[src/rtl/eth_echo_pkg.sv]
// Shared types and constants for the echo responder.
package eth_echo_pkg;

    localparam int         LEN_W    = 8;
    localparam logic [7:0] SEQ_INIT = 8'h00;

    typedef enum logic [3:0] {
        IDLE,
        LEN_REQ,
        LEN_CAP,
        DAT_REQ,
        DAT_CAP,
        DROP_REQ,
        DROP_CAP,
        WAIT_TX,
        TX_HDR,
        TX_SEQ,
        TX_DAT
    } state_t;

endpackage

[src/rtl/echo_buf.sv]
// Payload buffer: simple dual-port RAM, synchronous write, registered read.
module echo_buf #(
    parameter int DEPTH = 64,
    parameter int AW    = (DEPTH > 1) ? $clog2(DEPTH) : 1
) (
    input  logic          clk,
    input  logic          wr_en,
    input  logic [AW-1:0] wr_addr,
    input  logic [7:0]    wr_data,
    input  logic [AW-1:0] rd_addr,
    output logic [7:0]    rd_data
);

    logic [7:0] mem [DEPTH];

    // Write port: one byte per cycle when enabled.
    always_ff @(posedge clk) begin
        if (wr_en) begin
            mem[wr_addr] <= wr_data;
        end
    end

    // Read port: data appears one cycle after the address is presented.
    always_ff @(posedge clk) begin
        rd_data <= mem[rd_addr];
    end

endmodule

[src/rtl/eth_echo_responder.sv]
// Link self-test endpoint: pops [LEN][payload] frames from the RX FIFO and
// answers on the TX FIFO with [LEN+1][SEQ][payload].
module eth_echo_responder
    import eth_echo_pkg::*;
#(
    parameter int MAX_LEN = 64,
    parameter int TIMEOUT = 4096
) (
    input  logic        i_clk,
    input  logic        i_rst,
    input  logic        i_enable,
    input  logic [7:0]  i_rx_data,
    input  logic        i_rx_ready,
    output logic        o_rx_req,
    output logic [7:0]  o_tx_data,
    output logic        o_tx_valid,
    input  logic        i_tx_ready,
    output logic        o_busy,
    output logic [15:0] o_frame_cnt,
    output logic [7:0]  o_err_cnt
);

    localparam int AW = (MAX_LEN > 1) ? $clog2(MAX_LEN) : 1;
    localparam int TW = $clog2(TIMEOUT + 1);
    localparam logic [LEN_W-1:0] MAX_LEN_V = LEN_W'(MAX_LEN);
    localparam logic [TW-1:0]    TMO_LAST  = TW'(TIMEOUT - 1);

    state_t           state_reg, state_next;
    logic [LEN_W-1:0] len_reg, len_next;
    logic [LEN_W-1:0] cnt_reg, cnt_next;
    logic [LEN_W-1:0] wptr_reg, wptr_next;
    logic [LEN_W-1:0] rptr_reg, rptr_next;
    logic [7:0]       seq_reg, seq_next;
    logic [TW-1:0]    tmo_reg, tmo_next;
    logic [15:0]      frame_cnt_reg, frame_cnt_next;
    logic [7:0]       err_cnt_reg, err_cnt_next;
    logic             tx_valid_reg, tx_valid_next;
    logic [7:0]       tx_data_reg, tx_data_next;

    logic             rx_req;
    logic             wr_en;
    logic [AW-1:0]    rd_addr;
    logic [7:0]       rd_data;
    logic             err_evt;

    echo_buf #(
        .DEPTH (MAX_LEN),
        .AW    (AW)
    ) u_buf (
        .clk     (i_clk),
        .wr_en   (wr_en),
        .wr_addr (AW'(wptr_reg)),
        .wr_data (i_rx_data),
        .rd_addr (rd_addr),
        .rd_data (rd_data)
    );

    // State, datapath and counter registers; reset abandons any frame in flight.
    always_ff @(posedge i_clk or posedge i_rst) begin
        if (i_rst) begin
            state_reg     <= IDLE;
            len_reg       <= '0;
            cnt_reg       <= '0;
            wptr_reg      <= '0;
            rptr_reg      <= '0;
            seq_reg       <= SEQ_INIT;
            tmo_reg       <= '0;
            frame_cnt_reg <= '0;
            err_cnt_reg   <= '0;
            tx_valid_reg  <= 1'b0;
            tx_data_reg   <= '0;
        end else begin
            state_reg     <= state_next;
            len_reg       <= len_next;
            cnt_reg       <= cnt_next;
            wptr_reg      <= wptr_next;
            rptr_reg      <= rptr_next;
            seq_reg       <= seq_next;
            tmo_reg       <= tmo_next;
            frame_cnt_reg <= frame_cnt_next;
            err_cnt_reg   <= err_cnt_next;
            tx_valid_reg  <= tx_valid_next;
            tx_data_reg   <= tx_data_next;
        end
    end

    // Next-state and datapath control; TX bytes are staged one cycle ahead
    // of the output register, so the buffer address leads by one more.
    always_comb begin
        state_next     = state_reg;
        len_next       = len_reg;
        cnt_next       = cnt_reg;
        wptr_next      = wptr_reg;
        rptr_next      = rptr_reg;
        seq_next       = seq_reg;
        tmo_next       = tmo_reg;
        frame_cnt_next = frame_cnt_reg;
        tx_valid_next  = 1'b0;
        tx_data_next   = '0;
        rx_req         = 1'b0;
        wr_en          = 1'b0;
        rd_addr        = '0;
        err_evt        = 1'b0;

        case (state_reg)
            IDLE: begin
                if (i_enable && i_rx_ready) begin
                    state_next = LEN_REQ;
                end
            end
            LEN_REQ: begin
                if (i_rx_ready) begin
                    rx_req     = 1'b1;
                    state_next = LEN_CAP;
                end
            end
            LEN_CAP: begin
                len_next = i_rx_data;
                cnt_next = i_rx_data;
                tmo_next = '0;
                if (i_rx_data == '0) begin
                    err_evt    = 1'b1;
                    state_next = IDLE;
                end else if (i_rx_data > MAX_LEN_V) begin
                    err_evt    = 1'b1;
                    state_next = DROP_REQ;
                end else begin
                    wptr_next  = '0;
                    state_next = DAT_REQ;
                end
            end
            DAT_REQ, DROP_REQ: begin
                if (i_rx_ready) begin
                    rx_req     = 1'b1;
                    tmo_next   = '0;
                    state_next = (state_reg == DAT_REQ) ? DAT_CAP : DROP_CAP;
                end else if (tmo_reg == TMO_LAST) begin
                    err_evt    = 1'b1;
                    tmo_next   = '0;
                    state_next = IDLE;
                end else begin
                    tmo_next = tmo_reg + 1'b1;
                end
            end
            DAT_CAP: begin
                wr_en      = 1'b1;
                wptr_next  = wptr_reg + 1'b1;
                cnt_next   = cnt_reg - 1'b1;
                state_next = (cnt_reg == 8'd1) ? WAIT_TX : DAT_REQ;
            end
            DROP_CAP: begin
                cnt_next   = cnt_reg - 1'b1;
                state_next = (cnt_reg == 8'd1) ? IDLE : DROP_REQ;
            end
            WAIT_TX: begin
                if (i_tx_ready) begin
                    state_next = TX_HDR;
                end
            end
            TX_HDR: begin
                tx_valid_next = 1'b1;
                tx_data_next  = len_reg + 1'b1;
                state_next    = TX_SEQ;
            end
            TX_SEQ: begin
                tx_valid_next = 1'b1;
                tx_data_next  = seq_reg;
                rd_addr       = '0;
                rptr_next     = '0;
                state_next    = TX_DAT;
            end
            TX_DAT: begin
                tx_valid_next = 1'b1;
                tx_data_next  = rd_data;
                rd_addr       = AW'(rptr_reg + 1'b1);
                rptr_next     = rptr_reg + 1'b1;
                if (rptr_reg == len_reg - 1'b1) begin
                    seq_next       = seq_reg + 1'b1;
                    frame_cnt_next = frame_cnt_reg + 1'b1;
                    state_next     = IDLE;
                end
            end
            default: state_next = IDLE;
        endcase

        err_cnt_next = err_cnt_reg;
        if (err_evt && (err_cnt_reg != 8'hFF)) begin
            err_cnt_next = err_cnt_reg + 1'b1;
        end
    end

    assign o_rx_req    = rx_req;
    assign o_tx_valid  = tx_valid_reg;
    assign o_tx_data   = tx_data_reg;
    assign o_busy      = (state_reg != IDLE);
    assign o_frame_cnt = frame_cnt_reg;
    assign o_err_cnt   = err_cnt_reg;

endmodule

[config.mk]
export PLATFORM = sky130hd
export DESIGN_NAME = eth_echo_responder
export DESIGN_NICKNAME = d
export VERILOG_FILES = /design/src/rtl/eth_echo_pkg.sv /design/src/rtl/echo_buf.sv /design/src/rtl/eth_echo_responder.sv
export SDC_FILE = /design/constraint.sdc
export NUM_CORES = 1
export LEC_CHECK = 0
export BUFFER_PORTS_ARGS = -buffer_cell sky130_fd_sc_hd__buf_2
export CORE_ASPECT_RATIO = 0.75
export CORE_MARGIN = 4
export CORE_UTILIZATION = 65
export DETAILED_ROUTE_END_ITERATION = 12
export GPL_TIMING_DRIVEN = 0
export PLACE_DENSITY = 0.82
export SYNTH_ARGS = -nofsm -noshare
export SYNTH_HDL_FRONTEND = slang
export SYNTH_SLANG_ARGS = --single-unit
[constraint.sdc]
create_clock -name i_clk -period 6.9 [get_ports i_clk]
set_input_delay 1.725 -clock i_clk [delete_from_list [all_inputs] [get_ports i_clk]]
set_output_delay 1.725 -clock i_clk [all_outputs]
set_load 0.02 [all_outputs]
==> results of run 1 <==
==> logic make-up (layout without fill, tap and decap cells) <==
logic type / count (synthesis) / in the layout / share of synthesized area, %
simple gates: 569 / 569 / 10.4
mux: 102 / 102 / 4.45
fa+ha+maj: 10 / 10 / 0.487
other cells: 0 / 1 / 0
buf+inv: 145 / 294 / 2.26
compound gates: 423 / 423 / 11.4
flops: 608 / 608 / 69.1
xor+xnor: 57 / 57 / 1.94
==> power groups by stage <==
stage / sequential (mW) / combinational, mW / clock (mW)
2_1_floorplan: 4.31 / 1.25 / 0
3_3_place_gp: 4.31 / 2.10 / 0
3_5_place_dp: 4.31 / 2.14 / 0
4_1_cts: 4.24 / 2.16 / 3.12
5_1_grt: 4.26 / 2.35 / 3.29
6_report: 4.24 / 2.29 / 3.15
==> worst register-to-register path: cells and delay by family (launching register included) <==
family	cells	cell delay (ns)
buffers and inverters	4	2.15
AOI/OAI and AO/OA	4	1.67
and+or+nand+nor	1	1.13
DFF	1	0.42
adders and majority gates	1	0.29
==> layout make-up <==
cell class	count	area (sq um)	share of cell area (%)
timing repair buffer	48	265	0.933
buffer	129	520	1.83
inverter	16	62.6	0.220
multi-input combinational	1161	7360	25.9
tap	512	641	2.25
sequential	608	17700	62.4
antenna	1	2.50	0.00881
clock buffer	71	1520	5.34
clock inverter	30	315	1.11
==> worst paths after layout <==
check	slack [ns]	to	start
max reg2reg	1.13	u_buf.rd_data[5]$_DFF_P_	rptr_reg[1]$_DFFE_PP0P_
min	0.49	o_err_cnt[6]$_DFFE_PP0P_	o_err_cnt[6]$_DFFE_PP0P_
max in group asynchronous	5.18	tmo_reg[1]$_DFFE_PP0P_	i_rst
max	1.13	u_buf.rd_data[5]$_DFF_P_	rptr_reg[1]$_DFFE_PP0P_
min in group asynchronous	1.10	seq_reg[5]$_DFFE_PP0P_	i_rst
min reg2reg	0.49	o_err_cnt[6]$_DFFE_PP0P_	o_err_cnt[6]$_DFFE_PP0P_
==> routing by layer <==
metal / GRT usage (%) / routed length, um / up-vias
met5: 0 / 39 / -
met4: 19.1 / 5550 / 8
met3: 18.2 / 15800 / 391
met2: 56.4 / 36100 / 1824
met1: 57.1 / 31300 / 9274
li1: - / - / 7553
==> synth_stat cells (5+ instances only) <==
library cell,count
o21ai_0,79
mux4_2,8
or3_1,11
a311o_1,5
a22oi_1,10
xnor2_1,29
a311oi_1,13
nand3b_1,7
a221oi_1,22
dfrtp_1,88
nand2_1,196
nor2b_1,13
inv_1,15
edfxtp_1,512
mux2i_1,77
a211o_1,6
a31oi_1,33
o211a_1,6
ha_1,10
clkbuf_1,80
a22o_1,8
mux2_2,17
xor2_1,28
o2111ai_1,6
nand2b_1,11
a21oi_1,71
a2111oi_0,8
nor2_1,141
dfxtp_1,8
buf_2,28
o211ai_1,24
nor4_1,12
buf_1,20
o31ai_1,10
o22ai_1,20
o221ai_1,21
a211oi_1,39
nand3_1,57
nand4_1,21
nor3_1,27
and3_1,28
and2_1,26
==> stage by stage <==
stage,std cells,setup slack (ns),total power [mW],hold WS [ns]
finish,2576,1.13,9.68,0.486
global route,2575,1.26,9.91,0.514
CTS,2575,1.49,9.51,0.490
detailed placement,2474,1.50,6.46,0.473
global placement,2473,1.62,6.40,0.452
floorplan,1914,2.78,5.56,0.446
==> impl_metrics.ini, run 1 <==
[sta]
fmaxAchievable_ghz = 0.173
finalCriticalPeriod_ns = 5.77
grt_setup_unrepaired = false
finalClockSkew_ns = 0.0220
finalSetupViolCount = 0
finalCritPeriodShare_pct = 83.6
timing_hold_violations_final = 0
worst_pin_slew_ns = 1.62
drv_slew = 11
setup_tns_ns = 0
slew_headroom_pct = -7.91

[clocking]
path_clk_slew_ns = 0.07
numCtsBuffers = 54
clock_tree.buffer_depth = 3
cts_setup_buffers = 0
cts_tree = yes
htreeDepth = 2
cts_root_buf = clkbuf_16
insertion_delay_ns = 0.61
numClockSinks = 608
hold_buffers = 0
post_cts_resized = 0

[route]
drt-total-wl_um = 88800
dr.pass1.iters = 8
post-route-drc-count = 0
vias = 19050
drt_first_iter_violations = 3647
antenna_left = 0
routed_via_density = 7.40
routedWlPerCell_um = 34.5

[power]
combPwrFrac_pct = 23.7
seq_power_share_pct = 43.8
internal_power_mw = 6.52
peakVddDrop_mv = 0.362
p_leak_nw = 9.68
clockPowerShare_pct = 32.5
switching_share_pct = 32.7
p_switching_mw = 3.17
p_per_area_nw_per_um2 = 341

[global_routing]
grt_pass1_vias = 17917
grt_pass1_wl_um = 126000
gr-total-overflow = 0
grt_max_degree = 70
track_usage_pct = 41.1
antenna_found_initial = 6

[synthesis]
synthTopCellsByArea = edfxtp_1 (60%), dfrtp_1 (8.6%), mux2i_1 (3.0%)
seq_area_frac_synth_pct = 69.1
yosysTopAreaCell = edfxtp_1
synthCells = 1914
synth-seq-cells = 608
synthArstFlopShare_pct = 14.5
synth_nets = 1937
ys_types = 74
yosysTopAreaCellShare_pct = 59.9
yosysWarnings = 0
syn_area_sq_um = 25700
synth-main-ff-cell = edfxtp_1
synth_edf_count = 512
syn_avg_cell_area_sq_um = 13.4

[setup_path]
arrival_ns = 6.26
cp.required_ns = 7.39
path_buf_inv = 4
critical_path.cell_chain = ha_1, clkbuf_1, inv_1, nor2_1, buf_2, buf_1, o2111ai_1, a311oi_1, o211ai_1, o211ai_1
crit_cells = 10
cpMostUsedCell = o211ai_1
critPathKind = reg -> reg
critPathCaptureType = register
max_stage_delay_ns = 1.13
cpMaxStageDelayCell = nor2_1
cpLargestDelayFamily = buffers and inverters
reg2reg_depth = 10
crit_fanout = 10
start_kind = register

[final_layout]
largest_reg_flops = 512
areaGrowthSynthToFinish_pct = 10.7
final_area_sq_um = 28400
drive_above_1_share_pct = 9.89
final_net_count = 2041
final_common_cell = edfxtp_1
mostFrequentLayoutCells = edfxtp_1 (512), nand2_1 (196), nor2_1 (141), clkbuf_1 (88), dfrtp_1 (88)
final_core_util_pct = 73.6
fill_cells = 2494

[job]
cap_violations = 1

[worst_hold_path]
hold_class = reg -> reg
holdPathStages = 1

[run_status]
failed_checks = max-capacitance violations, max-slew violations
status = finished with violations

[die]
core_area_sq_um = 38600
pin_count = 48
dieArea_sq_um = 42800
die_h_um = 180
initial_core_util_pct = 66.5
fp-row-count = 62
dieWidth_um = 237

[placed_design]
dp_hpwl_um = 58500
gp_congestion = 1.06
placedInstanceArea_sq_um = 26600
io_buffers = 47
Note: power is estimated with default switching activity, not from simulation.
==> inputs of run 2 (changes only) <==
ABC_AREA = 1   (was not set)
CORE_UTILIZATION = 63   (was 65)
PLACE_DENSITY = 0.8   (was 0.82)
clock period = 6 ns   (was 6.9 ns; I/O delays follow)
==> run 2 against run 1 <==
Synthesized cell count is 40% higher. Core utilization is 2.7 points lower. The flow now finishes without violations. Critical path depth is 3 lower. Non-clock buffer count is 3 lower. Largest cell class unchanged. Cell area is 5.4% higher. Worst hold slack worse by 0.022 ns. Global-route usage is 4.2 points lower. Sequential share of layout area is 3.2 points lower. Sequential cell count stayed put. Maximum frequency is 50% higher.
==> impl_metrics.ini, run 2 <==
[run_status]
status = complete, no violations

[setup_path]
arrival_ns = 4.06
reg2reg_depth = 7
critPathKind = reg -> reg
crit_fanout = 8
path_buf_inv = 2
critPathCaptureType = register
crit_end = u_buf.mem[12][7]$_DFFE_PP_
cp.required_ns = 6.21
start_kind = register
cpMaxStageDelayCell = nor2_1
r2r_slack_ns = 2.15
critical_path.cell_chain = nor2_1, inv_1, nor2_1, inv_1, nor2_1, nand3_1, nor2_1
crit_start = state_reg[0]$_DFFE_PP0P_
crit_cells = 7
reg2reg_to = u_buf.mem[12][7]$_DFFE_PP_
max_stage_delay_ns = 1.21
timing.rr.start = state_reg[0]$_DFFE_PP0P_
cpMostUsedCell = nor2_1
cpLargestDelayFamily = simple AND/OR/NAND/NOR gates

[global_routing]
grt_pass1_wl_um = 126000
gr-total-overflow = 0
grt_pass1_vias = 20030
antenna_found_initial = 1
grt_max_degree = 69
track_usage_pct = 37.0

[synthesis]
synthArstFlopShare_pct = 14.5
yosysWarnings = 0
yosysTopAreaCell = edfxtp_1
synthTopCellsByArea = edfxtp_1 (57%), nand2_1 (8.6%), nand3_1 (8.2%)
synthTopCellsByCount = nand2_1 (620), edfxtp_1 (512), nand3_1 (446), inv_1 (331), nor2_1 (239)
seq_area_frac_synth_pct = 65.5
synth_top_family_by_area = simple AND/OR/NAND/NOR gates
synthMuxAreaShare_pct = 0
synth_edf_count = 512
synth_nets = 2700
ys_types = 43
synthCells = 2677
yosys.area_share.simple_pct = 22.3
yosysTopAreaCellShare_pct = 56.7
synth-main-ff-cell = edfxtp_1
synthAdderAreaFrac_pct = 0.462
synth-xor-area-share_pct = 1.26
synth_compound_area_share_pct = 3.72
yosysMostFrequentCell = nand2_1
syn_avg_cell_area_sq_um = 10.1
syn_area_sq_um = 27100
synth-seq-cells = 608

[final_layout]
final_core_util_pct = 70.8
drive_above_1_share_pct = 9.09
final_common_cell = nand2_1
final_net_count = 2807
diodes = 0
final_area_sq_um = 30000
mostFrequentLayoutCells = nand2_1 (620), edfxtp_1 (512), nand3_1 (446), inv_1 (330), nor2_1 (239)
areaGrowthSynthToFinish_pct = 10.5
largest_reg_flops = 512

[die]
dieArea_sq_um = 46400
fp-row-count = 65
die_h_um = 188
core_area_sq_um = 42300
pin_count = 48
initial_core_util_pct = 64.1
dieWidth_um = 247

[worst_hold_path]
hold_start = tmo_reg[10]$_DFFE_PP0P_
hold_class = reg -> reg

[sta]
fin_ws_ns = 2.15
finalSetupViolCount = 0
fmaxAchievable_ghz = 0.260
finalCritPeriodShare_pct = 64.2
slew_headroom_pct = 6.68
drv_slew = 0
worst_pin_slew_ns = 1.39
timing_hold_violations_final = 0
finalCriticalPeriod_ns = 3.85
setup_tns_ns = 0
finalClockSkew_ns = 0.0221
grt_setup_unrepaired = false

[placed_design]
placedInstanceArea_sq_um = 28100
io_buffers = 47
place_ws_ns = 1.84
dp_hpwl_um = 57000
gp_congestion = 1.04

[route]
antenna_left = 0
dr.pass1.iters = 7
topRoutingLayerUsed = met5
drt-total-wl_um = 86100
routedWlPerCell_um = 25.3
routed_via_density = 6.26
post-route-drc-count = 0
drt_first_iter_violations = 3583
drt-met1-wl_um = 32900
routed-wl-met2_um = 35600
vias = 21259
wl_met3_um = 14300

[clocking]
numCtsBuffers = 55
cts_root_buf = clkbuf_16
post_cts_resized = 0
numClockSinks = 608
insertion_delay_ns = 0.60
cts_setup_buffers = 0
cts_tree = yes
path_clk_slew_ns = 0.07
clock_tree.buffer_depth = 3
htreeDepth = 2
hold_buffers = 0

[power]
p_leak_nw = 12.4
finalPower_mw = 10.4
peakVddDrop_mv = 0.306
p_per_area_nw_per_um2 = 346

[job]
cap_violations = 0
## run 2: how the worst min path moves through the flow
stage | to | cells after the start
floorplan | o_tx_data[0]$_DFF_PP0_ | 2
global placement | tmo_reg[10]$_DFFE_PP0P_ | 1
detailed placement | tmo_reg[10]$_DFFE_PP0P_ | 1
CTS | tmo_reg[10]$_DFFE_PP0P_ | 1
global route | tmo_reg[10]$_DFFE_PP0P_ | 1
finish | tmo_reg[10]$_DFFE_PP0P_ | 1
## run 2: metal layers
layer	global-route usage, %	vias to the layer above
li1	-	9172
met1	53.8	10081
met2	51.8	1730
met3	14.1	274
met4	11.9	2
met5	0	-
## run 2: kinds of logic (layout without fill, tap and decap cells)
group | count (synthesis) | count (layout)
simple gates | 1397 | 1397
xor+xnor | 39 | 39
fa+ha+maj | 10 | 10
flops | 608 | 608
buf+inv | 463 | 614
compound gates | 160 | 160
## run 2: layout make-up
| type | instances | area, sq um |
|---|---|---|
| buffer | 124 | 573 |
| tap | 569 | 712 |
| clock buffer | 78 | 1560 |
| sequential | 608 | 17700 |
| inverter | 339 | 1270 |
| clock inverter | 23 | 268 |
| multi-input combinational | 1606 | 7520 |
| timing repair buffer | 50 | 305 |
| fill | 3008 | 12300 |
## run 2: power breakdown
part	switching, mW	total, mW	leakage (nW)	internal (mW)
registers	0.136	4.87	5.85	4.74
logic	1.40	1.86	5.64	0.455
clock network	1.56	3.63	0.881	2.06
## run 2: per-stage QoR
stage | instances | hold WS [ns]
6_report | 3397 | 0.464
2_1_floorplan | 2677 | 0.420
4_1_cts | 3396 | 0.465
5_1_grt | 3397 | 0.478
3_3_place_gp | 3293 | 0.449
3_5_place_dp | 3295 | 0.456
